[src/rtl/sqrt_seq_ctrl.sv]
// rtl/sqrt_seq_ctrl.sv - restoring digit-by-digit unsigned integer square root controller
module sqrt_seq_ctrl #(
  parameter int W = 16
) (
  input  logic             clk,
  input  logic             rst,
  input  logic             in_valid,
  output logic             in_ready,
  input  logic [W-1:0]     in_radicand,
  output logic             out_valid,
  input  logic             out_ready,
  output logic [W/2-1:0]   out_root,
  output logic [W/2:0]     out_rem,
  output logic             out_exact,
  output logic             busy
);

  localparam int H  = W / 2;
  localparam int CW = (H > 1) ? $clog2(H) : 1;

  // Odd widths or widths below 4 would break the two-bits-per-step shift.
  generate
    if (((W % 2) != 0) || (W < 4)) begin : g_bad_width
      $error("sqrt_seq_ctrl: W must be even and at least 4");
    end
  endgenerate

  typedef enum logic [1:0] {
    S_IDLE = 2'd0,
    S_CALC = 2'd1,
    S_DONE = 2'd2
  } state_t;

  state_t          state_q;
  logic [W-1:0]    shift_q;
  logic [H+1:0]    rem_q;
  logic [H-1:0]    root_q;
  logic [CW-1:0]   cnt_q;

  logic            in_ready_q;
  logic            out_valid_q;
  logic            busy_q;
  logic [H-1:0]    out_root_q;
  logic [H:0]      out_rem_q;
  logic            out_exact_q;

  logic [H+1:0]    rem_t;
  logic [H+1:0]    trial;
  logic            take;
  logic [H+1:0]    rem_d;
  logic [H-1:0]    root_d;

  // One trial-subtract/restore step: bring down the next two radicand bits and
  // subtract 4*root+1 only when it fits, which also makes underflow impossible.
  always_comb begin
    rem_t  = (H+2)'({rem_q, shift_q[W-1:W-2]});
    trial  = {root_q, 2'b01};
    take   = (rem_t >= trial);
    rem_d  = take ? (rem_t - trial) : rem_t;
    root_d = {root_q[H-2:0], take};
  end

  // Control FSM with registered handshake/status outputs and datapath registers.
  always_ff @(posedge clk or posedge rst) begin
    if (rst) begin
      state_q     <= S_IDLE;
      shift_q     <= '0;
      rem_q       <= '0;
      root_q      <= '0;
      cnt_q       <= '0;
      in_ready_q  <= 1'b1;
      out_valid_q <= 1'b0;
      busy_q      <= 1'b0;
      out_root_q  <= '0;
      out_rem_q   <= '0;
      out_exact_q <= 1'b0;
    end else begin
      case (state_q)
        S_IDLE: begin
          if (in_valid && in_ready_q) begin
            shift_q    <= in_radicand;
            rem_q      <= '0;
            root_q     <= '0;
            cnt_q      <= CW'(H - 1);
            in_ready_q <= 1'b0;
            busy_q     <= 1'b1;
            state_q    <= S_CALC;
          end
        end
        S_CALC: begin
          rem_q   <= rem_d;
          root_q  <= root_d;
          shift_q <= {shift_q[W-3:0], 2'b00};
          if (cnt_q == '0) begin
            // Final remainder is at most 2*root, so the top bit is always zero.
            out_root_q  <= root_d;
            out_rem_q   <= rem_d[H:0];
            out_exact_q <= (rem_d == '0);
            out_valid_q <= 1'b1;
            state_q     <= S_DONE;
          end else begin
            cnt_q <= cnt_q - 1'b1;
          end
        end
        S_DONE: begin
          // Result held until consumed; a new radicand waits one more cycle in IDLE.
          if (out_ready) begin
            out_valid_q <= 1'b0;
            busy_q      <= 1'b0;
            in_ready_q  <= 1'b1;
            state_q     <= S_IDLE;
          end
        end
        default: begin
          state_q     <= S_IDLE;
          in_ready_q  <= 1'b1;
          out_valid_q <= 1'b0;
          busy_q      <= 1'b0;
        end
      endcase
    end
  end

  assign in_ready  = in_ready_q;
  assign out_valid = out_valid_q;
  assign busy      = busy_q;
  assign out_root  = out_root_q;
  assign out_rem   = out_rem_q;
  assign out_exact = out_exact_q;

endmodule
[config.mk]
export PLATFORM = sky130hd
export DESIGN_NAME = sqrt_seq_ctrl
export DESIGN_NICKNAME = d
export VERILOG_FILES = /design/src/rtl/sqrt_seq_ctrl.sv
export SDC_FILE = /design/constraint.sdc
export NUM_CORES = 1
export LEC_CHECK = 0
export ABC_AREA = 1
export CAP_MARGIN = 0
export CORE_ASPECT_RATIO = 1.4
export CORE_MARGIN = 2
export CORE_UTILIZATION = 50
export CTS_BUF_LIST = sky130_fd_sc_hd__clkbuf_8 sky130_fd_sc_hd__clkbuf_16
export DETAILED_ROUTE_END_ITERATION = 16
export PLACE_DENSITY = 0.72
export SLEW_MARGIN = 20
export SYNTH_ARGS = -nofsm -noshare
export SYNTH_HDL_FRONTEND = slang
export SYNTH_SLANG_ARGS = --single-unit
export TNS_END_PERCENT = 10
[constraint.sdc]
create_clock -name clk -period 1.7 [get_ports clk]
set_input_delay 0.255 -clock clk [delete_from_list [all_inputs] [get_ports clk]]
set_output_delay 0.255 -clock clk [all_outputs]
set_load 0.02 [all_outputs]
; ---- Word level (Yosys, flattened, before mapping)
; Index checks and enable logic that the tools add are counted.
[word_totals]
wordCells = 55
reg_bits = 58
output_inout_bits = 21
input_bits = 20
[op_classes]
n_eq_ne = 6
addsub = 2
mux = 22
bitwise = 2
n_lt_le_gt_ge = 1
reduce_logical = 11
[ops]
columns = operator, n
row1 = $pmux 16 s2, 1
row2 = $pmux 8 s2, 2
row3 = $mux 16, 1
row4 = $mux 8, 2
row5 = $reduce_and 3->1, 4
row6 = $ge 10x10->1, 1
row7 = $logic_not 10->1, 1
row8 = $mux 10, 1
row9 = $sub 10x10->10, 1
row10 = $pmux 1 s3, 3
row11 = $ne 2x2->1 const B, 4
row12 = $mux 2, 3
row13 = $mux 3, 2
row14 = $pmux 2 s3, 1
row15 = $pmux 3 s2, 1
row16 = $mux 1, 5
row17 = $reduce_and 2->1, 2
row18 = $logic_not 3->1, 1
row19 = $sub 3x1->3 const B, 1
row20 = $eq 2x1->1 const B, 1
row21 = $eq 2x2->1 const B, 1
row22 = $logic_not 2->1, 1
row23 = $not 1->1, 2
row24 = $reduce_bool 2->1, 1
row25 = $logic_and 1x1->1, 1

; ---- Depth between registers and ports, before layout
; Gate-level depths: netlist of the first run.
[depth]
depth_word = 3
mapped_depth = 16
ltp_nobuf = 15

; ---- Worst setup path after synthesis of the first run
; No wires, ideal clock.
[synth_path]
kind = reg-to-reg
startpoint = register rem_q[1]
endpoint = register out_exact_q (netlist: out_exact)
setup_time_ns = 0.065
arrival_ns = 1.774
path_slack_ns = -0.139
synth_period_minus_slack_ns = 1.839
n_path_buf = 1
stages_incl_launch_ff = 16
cell_sequence = dfrtp_1 ha_1 nand2_1 nor2_1 nand2_1 nor2_4 nor2_4 nand2_4 buf_8 nand2_1 nand2_1 inv_1 nand2_1 nor2_1 nand3_1 nand2_1
[synth_via]
elab_chain_len = 3
word_cells_on_any_way = 4
[synth_rtl]
columns = element, line_no
row1 = from (decl), 36  ; logic [H+1:0] rem_q;
row2 = from (signal assigned), 91  ; rem_q <= rem_d;
row3 = $sub 10x10->10 or $ge 10x10->1 (tied branches), "59, 58"
row4 = $mux 10 (*), 59  ; rem_d = take ? (rem_t - trial) : rem_t;
row5 = $logic_not 10->1 (*), 98  ; out_exact_q <= (rem_d == '0);
row6 = to (signal assigned), 98
row7 = to (decl), 45  ; logic out_exact_q;
; Mark *: on every way between the ends. The rest lies on a longest branch, timed or not.
; A chain may end at the register's enable or synchronous reset.

; ---- Worst setup path in the final report of the first run
; Ends and elaborated chain as after synthesis.

==> results.cfg, run 1 <==
[status]
status = finished, violations left
violations = setup timing

[logic_synthesis]
yosysTopAreaCell = dfrtp_1
synthDistinctLibCells = 28
yosys-top-cells-area = dfrtp_1, nand2_1, inv_1
synth_area_per_cell_um2 = 8.08
syn_area_mm2 = 0.00306
synth_seq_cells = 58
yosys_warnings = 0
synth_cells = 379
syn-num-nets = 411
ys_seq_area_share_pct = 47.4
synth_top_area_share_pct = 46.6

[timing]
finalClockSkew_ps = 9.04
rsz0062_at_grt = true
finalSetupTns_ps = -1300
max_slew_margin_pct = 72.3
hold_viol = 0
setup_ws_ps = -247
max_freq_ghz = 0.514
period_needed_ps = 1950
finalSetupViolCount = 17
finalCritPeriodShare_pct = 115
worst_pin_slew_ps = 412
final_max_slew_viol_count = 0

[cts]
clk_pin_slew_ps = 70
ctsRootBufferMaster = clkbuf_8
cts_tree = done
cts_buffer_depth = 2
hold_buffers = 0
cts.sinks = 58
worstSkewPairLatency_ps = 340
htree_num_levels = 3
cts_buffers = 9

[drt]
routed_via_density = 5.29
dr.first_iter.drc_count = 158
post_drt_wl_per_cell_um = 14.5
drtAntennaViolNets = 0
routed_wl_um = 8050
firstDrtPassIters = 4
vias = 2944
drc = 0

[worst_setup_path]
cp_cell_sequence = ha_4 > nand2_4 > nor2_2 > nand2_2 > nand3_4 > nand2_4 > buf_6 > nand3_2 > nand2_2 > inv_2 > nand2_1 > nor2_1 > nand3_1 > nand2_1
cp.required_ps = 1980
cp-end-kind = register
crit_buf_inv = 2
arrival_ps = 2230
critPathMaxStageDelay_ps = 430
path_max_fanout = 5
slowest_stage = dfrtp_1
worstSetupStartpointType = register
rrSetupSlack_ps = -250
crit_type = reg2reg
critical_path.top_delay_family = simple AND/OR/NAND/NOR gates

[floorplan]
fp.dieArea_mm2 = 0.00677
die_h_um = 96.6
die-width_um = 70.1
start_util_pct = 51.9
coreArea_mm2 = 0.00590
io-pin-count = 41
core.rowCount = 33

[layout]
fin_util_pct = 77.1
diodes = 0
nNetsFinal = 513
area_growth_syn_to_layout_pct = 48.7
layout.cells.non_filler = 556
design_area_mm2 = 0.00455
drive_above_1_share_pct = 36.2

[hold_path]
hold_class = in2async

[place]
placedCellCount = 527
io_buffers = 40
post-dp-hpwl_um = 5410
place_congestion = 0.919
placed_area_mm2 = 0.00401

[global_route]
grt_pass1_wl_um = 12800
antenna_found_initial = 0
globalRouteOverflowTotal = 0
grt_pass1_vias = 2836
grt_max_degree = 59
grt_usage_pct = 24.6

[flow_run]
cap_violations = 0
==> area by class of cell <==
cell class	count	area [um2]
fill	403	1350
clock buffer	10	138
sequential	58	1450
multi-input combinational	245	1640
clock inverter	6	57.6
inverter	64	243
timing repair buffer	103	940
tap	70	87.6
==> synthesized netlist by cell type (all sizes together) <==
cell type	count
o21ai	45
xnor2	2
dfrtp	57
o211ai	14
o21a	2
nand2	100
inv	64
a31oi	3
clkbuf	9
dfstp	1
buf	4
xor2	1
o22ai	11
nand3	27
nand4	2
nor2	21
a21oi	3
nor3	1
ha	12
==> layout by cell type (no fill, tap or decap), drive strengths merged, types with 12 or more instances in the layout <==
master,n
clkdlybuf4s50,39
dfrtp,57
nand3,27
nand2,101
nor2,21
o211ai,14
buf,63
ha,12
inv,65
o21ai,45
==> final timing paths <==
| check | startpoint | end | depth (start not counted) |
|---|---|---|---|
| worst min register to register | out_rem[2]$_DFFE_PP0P_ | out_rem[2]$_DFFE_PP0P_ | 2 |
| min in group clk | out_rem[2]$_DFFE_PP0P_ | out_rem[2]$_DFFE_PP0P_ | 2 |
| worst min-delay path | rst | out_valid$_DFFE_PP0P_ | 3 |
| worst max-delay path | rem_q[1]$_DFFE_PP0P_ | out_exact$_DFFE_PP0P_ | 14 |
| worst max register to register | rem_q[1]$_DFFE_PP0P_ | out_exact$_DFFE_PP0P_ | 14 |
| max in group asynchronous | rst | in_ready$_DFFE_PP1P_ | 3 |
==> layer usage <==
layer | track usage [%] | routed length, um
met2 | 43.6 | 4230
met3 | 4.77 | 302
met4 | 13.1 | 287
met1 | 28.2 | 3230
met5 | 0 | 0
==> per-stage QoR <==
| step | hold WS [ps] | worst slack [ps] |
|---|---|---|
| after floorplan | 402 | -36.2 |
| after global placement | 469 | -227 |
| after detailed placement | 474 | -306 |
| after CTS | 299 | -115 |
| after global routing | 313 | -343 |
| final | 290 | -247 |
==> worst reg2reg max path, stage by stage (launching register included) <==
cell,delay [ps]
dfrtp_1,430
ha_4,320
nand2_4,60
nor2_2,110
nand2_2,80
nand3_4,80
nand2_4,100
buf_6,150
nand3_2,70
nand2_2,70
inv_2,90
nand2_1,60
nor2_1,120
nand3_1,90
nand2_1,70
==> flip-flops by register name, indices dropped and copies added (netlist names) <==
register,cells
out_valid,1
rem_q,8
cnt_q,3
busy,1
in_ready,1
out_rem,9
shift_q,16
out_root,8
out_exact,1
state_q,2
root_q,8
==> what timing repair did <==
| action | CTS | global route |
|---|---|---|
| endpoints found under the setup margin | 21 | 22 |
| gates resized for setup | 33 | 51 |
| hold endpoints to repair | 0 | 0 |
| setup buffers | 5 | 7 |
| gates cloned | 1 | 0 |
| pin swaps | 19 | 32 |
==> kinds of logic after synthesis <==
group,synth area share [%]
AO/OA/AOI/OAI,14.8
flip-flops,47.4
XOR/XNOR,0.858
adder cells (fa/ha/maj),4.90
buffers and inverters,9.93
AND/OR/NAND/NOR,22.1
Power of run 1 is not shown: default switching activity piles up to over one toggle a cycle in this logic, so the estimate is an artifact.
==> run 2: changes to the inputs <==
Settings changed: CORE_UTILIZATION 50 to 55, DONT_BUFFER_PORTS set to 1, PLACE_DENSITY 0.72 to 0.69.
==> results.cfg, run 2 (same netlist as run 1, synthesis figures left out) <==
[cts]
cts_buffer_depth = 2
cts_tree = done
ctsRootBufferMaster = clkbuf_8
worstSkewPairLatency_ps = 340
htree_num_levels = 3
clk_pin_slew_ps = 70
cts_buffers = 9
cts.sinks = 58

[layout]
layout.cells.non_filler = 518
final_cell_mix = nand2_1, dfrtp_1, buf_4
top_register = shift_q
diodes = 0
fillerInstances = 409
drive_above_1_share_pct = 36.0
largest_reg_flops = 16
area_growth_syn_to_layout_pct = 34.9
regArea_mm2 = 0.00145
nNetsFinal = 477
multiInputGateArea_mm2 = 0.00160
design_area_mm2 = 0.00413
final_common_cell = nand2_1

[floorplan]
coreArea_mm2 = 0.00545
core.rowCount = 32
start_util_pct = 56.2
io-pin-count = 41
fp.dieArea_mm2 = 0.00619
die_h_um = 92.3
die-width_um = 67.1

[worst_setup_path]
cp_common_cell = nand2_1
path_depth = 14
worstSetupStartpointType = register
slowest_stage = dfrtp_1
path_max_fanout = 6
critPathMaxStageDelay_ps = 440
crit_buf_inv = 2
cp_cell_sequence = ha_4 > nand2_4 > nor2_1 > nand2_1 > nand3_2 > nand2_4 > buf_6 > nand3_2 > nand2_1 > inv_2 > nand2_1 > nor2_1 > nand3_1 > nand2_1
arrival_ps = 2300
cp.required_ps = 1980
reg2reg_depth = 14
cp-end-kind = register
critical_path.top_delay_family = simple AND/OR/NAND/NOR gates
crit_type = reg2reg

[timing]
finalCritPeriodShare_pct = 119
finalClockSkew_ps = 8.64
max_freq_ghz = 0.496
final_max_slew_viol_count = 0
hold_viol = 0
setup_ws_ps = -315
period_needed_ps = 2010
finalSetupViolCount = 20
max_slew_margin_pct = 67.3
rsz0062_at_grt = true
worst_pin_slew_ps = 489

[hold_path]
hold_class = in2reg
min_path_cells = 2

[status]
status = finished, violations left
violations = setup timing

[drt]
routed_via_density = 5.44
post_drt_wl_per_cell_um = 15.7
dr.first_iter.drc_count = 191
drc = 0
vias = 2817
routed_wl_um = 8160
drtAntennaViolNets = 0
firstDrtPassIters = 6

[place]
io_buffers = 0
post-dp-hpwl_um = 5550
placed_area_mm2 = 0.00366
place_congestion = 0.841
placedCellCount = 491

[global_route]
grt_usage_pct = 27.4
globalRouteOverflowTotal = 0
antenna_found_initial = 0
grt_pass1_vias = 2736
grt_pass1_wl_um = 12500
grt_max_degree = 42

[flow_run]
cap_violations = 0
==> run 2: cell count changes in the layout (fill, tap and decap cells not counted), moves of 3 or more <==
| cell | previous run | this run |
|---|---|---|
| nand3_1 | 14 | 17 |
| buf_4 | 52 | 55 |
| nand2_2 | 28 | 17 |
| nor2_4 | 2 | 5 |
| nand2_1 | 66 | 79 |
| clkdlybuf4s50_1 | 39 | 0 |
| nand2_4 | 7 | 3 |
| o21ai_2 | 4 | 8 |
| nor2_2 | 9 | 4 |
| o21ai_1 | 11 | 7 |
==> run 2: final cells by class <==
| cell class | count | area share, % |
|---|---|---|
| Sequential cell | 58 | 35.2 |
| Timing Repair Buffer | 67 | 14.1 |
| Inverter | 64 | 5.88 |
| Multi-Input combinational cell | 245 | 38.8 |
| Clock buffer | 10 | 3.33 |
| Clock inverter | 6 | 0.697 |
| Tap cell | 68 | 2.06 |
==> run 2: what timing repair did <==
| item | in CTS | in global routing |
|---|---|---|
| hold endpoints to repair | 21 | 0 |
| hold buffers | 1 | 0 |
| buffers inserted | 2 | 7 |
| endpoints found under the setup margin | 20 | 25 |
| gates resized for setup | 23 | 44 |
| pin swaps | 5 | 23 |
| gates cloned | 0 | 1 |
==> run 2: metal layers <==
metal | global-route usage, % | vias up | share of wire (%)
met4 | 13.3 | 0 | 4.1
met2 | 46.4 | 85 | 54
met5 | 0 | - | 0
met1 | 31.7 | 1335 | 37
li1 | - | 1366 | -
met3 | 6.38 | 31 | 5.2
==> run 2: path summary, 6_finish.rpt <==
check	from	to	slack, ps
worst max-delay path	rem_q[2]$_DFFE_PP0P_	out_exact$_DFFE_PP0P_	-310
worst min-delay path	in_radicand[0]	shift_q[0]$_DFFE_PP0P_	70
worst max register to register	rem_q[2]$_DFFE_PP0P_	out_exact$_DFFE_PP0P_	-310
worst min register to register	shift_q[6]$_DFFE_PP0P_	shift_q[6]$_DFFE_PP0P_	520
max in group asynchronous	rst	rem_q[5]$_DFFE_PP0P_	750
min in group asynchronous	rst	shift_q[7]$_DFFE_PP0P_	400
==> run 2: through the flow <==
stage / setup slack, ps / utilization (%) / setup TNS (ps) / hold WS [ps]
detailed placement: -167 / 67.1 / -1460 / 188
finish: -315 / 75.9 / -2780 / 72.8
global route: -398 / 75.9 / -4200 / 91.5
floorplan: -36.2 / - / -36.2 / 402
CTS: -141 / 71.7 / -947 / 65.4
global placement: -175 / 67.1 / -1230 / 188
Power of run 2 is left out for the same reason.
==> RTL edit, RTL diff (settings of run 1) <==
Encoding of `state_t`: now one-hot (3 bits for 3 states).
--- a/src/rtl/sqrt_seq_ctrl.sv
+++ b/src/rtl/sqrt_seq_ctrl.sv
@@ -25,10 +25,10 @@
     end
   endgenerate
 
-  typedef enum logic [1:0] {
-    S_IDLE = 2'd0,
-    S_CALC = 2'd1,
-    S_DONE = 2'd2
+  typedef enum logic [2:0] {
+    S_IDLE = 3'b001,
+    S_CALC = 3'b010,
+    S_DONE = 3'b100
   } state_t;
 
   state_t          state_q;
Function: same outputs for any inputs over 10 cycles, from zero or initial values and one cycle with rst high; not proved beyond that.
==> RTL edit against run 1 <==
Cell area decreased by 1.3%. Final cell count unchanged. Via count increased by 1.1%. Area after synthesis increased by 1.3%. Non-clock buffer count decreased by 4. Sequential cell count increased by 1. The run still ends with setup timing left. Worst setup slack improved by 2.9 ps. Critical path depth unchanged. Sequential share of layout area increased by 1.0 points. Maximum frequency increased by 0.15%. Global-route usage decreased by 0.23 points. Wire length increased by 3.0%.
==> RTL edit: results (changes against run 1) <==
* Synth unique cells at 29 (+3.6%)
* Met1 Routed Length at 3.28 mm (+1.6%)
* Post-Syn Area at 3100 um2 (+1.3%)
* Filler cells at 440 (+9.2%)
* Seq cells at 59 (+1.7%)
* Top post-synthesis cells by count: 102 x nand2_1, 60 x inv_1, 57 x dfrtp_1, 28 x o21ai_0, 20 x nand3_1
* Clock-cell share at 4.79% (+0.50 points)
* Pin count of the biggest net entering global routing at 60 (+1.7%)
* Worst Clk Skew at 13.0 ps (+3.97 ps)
* Largest cells by area after synthesis: dfrtp_1 46%, nand2_1 12%, inv_1 7.3%
* Metal2 WL at 4.43 mm (+4.8%)
* Met2 usage at 42.7% (-0.90 points)
* Layout cells sized above 1 at 30.7% (-5.6 points)
* Final worst slack at -244 ps (+2.90 ps)
* Post-Route Setup TNS at -1960 ps (-656 ps)
* Starting DRT DRC Count at 163 (+3.2%)
* #MultiIn Comb at 248 (+1.2%)
* Met1 Resource Use GR at 28.7% (+0.48 points)
* Post-Synth XOR/XNOR Area at 0.565% (-0.29 points)
* DP Wirelength at 5.71 mm (+5.6%)
* Post-Syn Instances at 385 (+1.6%)
* Placed Area at 4010 um2 (-0.19%)
* Adder-cell share of the synthesized area at 4.84% (-0.063 points)
* Vias in the first global route at 2839 (+0.11%)
* Outcome: finished with violations
* Failing checks: setup timing
* Multi-input gate area at 1570 um2 (-3.9%)
* Final setup vio count at 18 (+1)
* Met3 wire length at 282 um (-6.6%)
* Register area at 1480 um2 (+1.8%)
* CLK BUF at 12 (+2)
* Relative slew slack at 68.2% (-4.1 points)
[RTL edit: path summary, 6_finish.rpt]
kind                           from         to  slack, ps  depth (start not counted)
hold / removal                  rst  out_valid        340                          3
max in group asynchronous       rst   in_ready       1070                          3
hold reg to reg            in_ready   in_ready        470                          2
min in group clk           in_ready   in_ready        470                          2
setup reg to reg           rem_q[1]  out_exact       -240                         14
setup / recovery           rem_q[1]  out_exact       -240                         14
[RTL edit: critical path, stage by stage, from the launching register on]
cell	delay [ps]
dfrtp_1	420
ha_4	340
nand2_4	60
nor2_1	100
nand2_1	80
nand3_2	120
nand2_4	90
buf_6	140
nand3_1	70
nand2_1	70
inv_2	70
nand2_1	50
nor2_1	120
nand3_1	100
nand2_1	60
[RTL edit: report_power, final]
group | switching [uW] | leakage [uW] | internal [uW] | total, uW
Combinational | 3440 | 0.00136 | 2660 | 6100
Sequential | 172 | 0.000754 | 1750 | 1920
Clock | 567 | 0.000110 | 794 | 1360
Total | 4180 | 0.00222 | 5200 | 9380
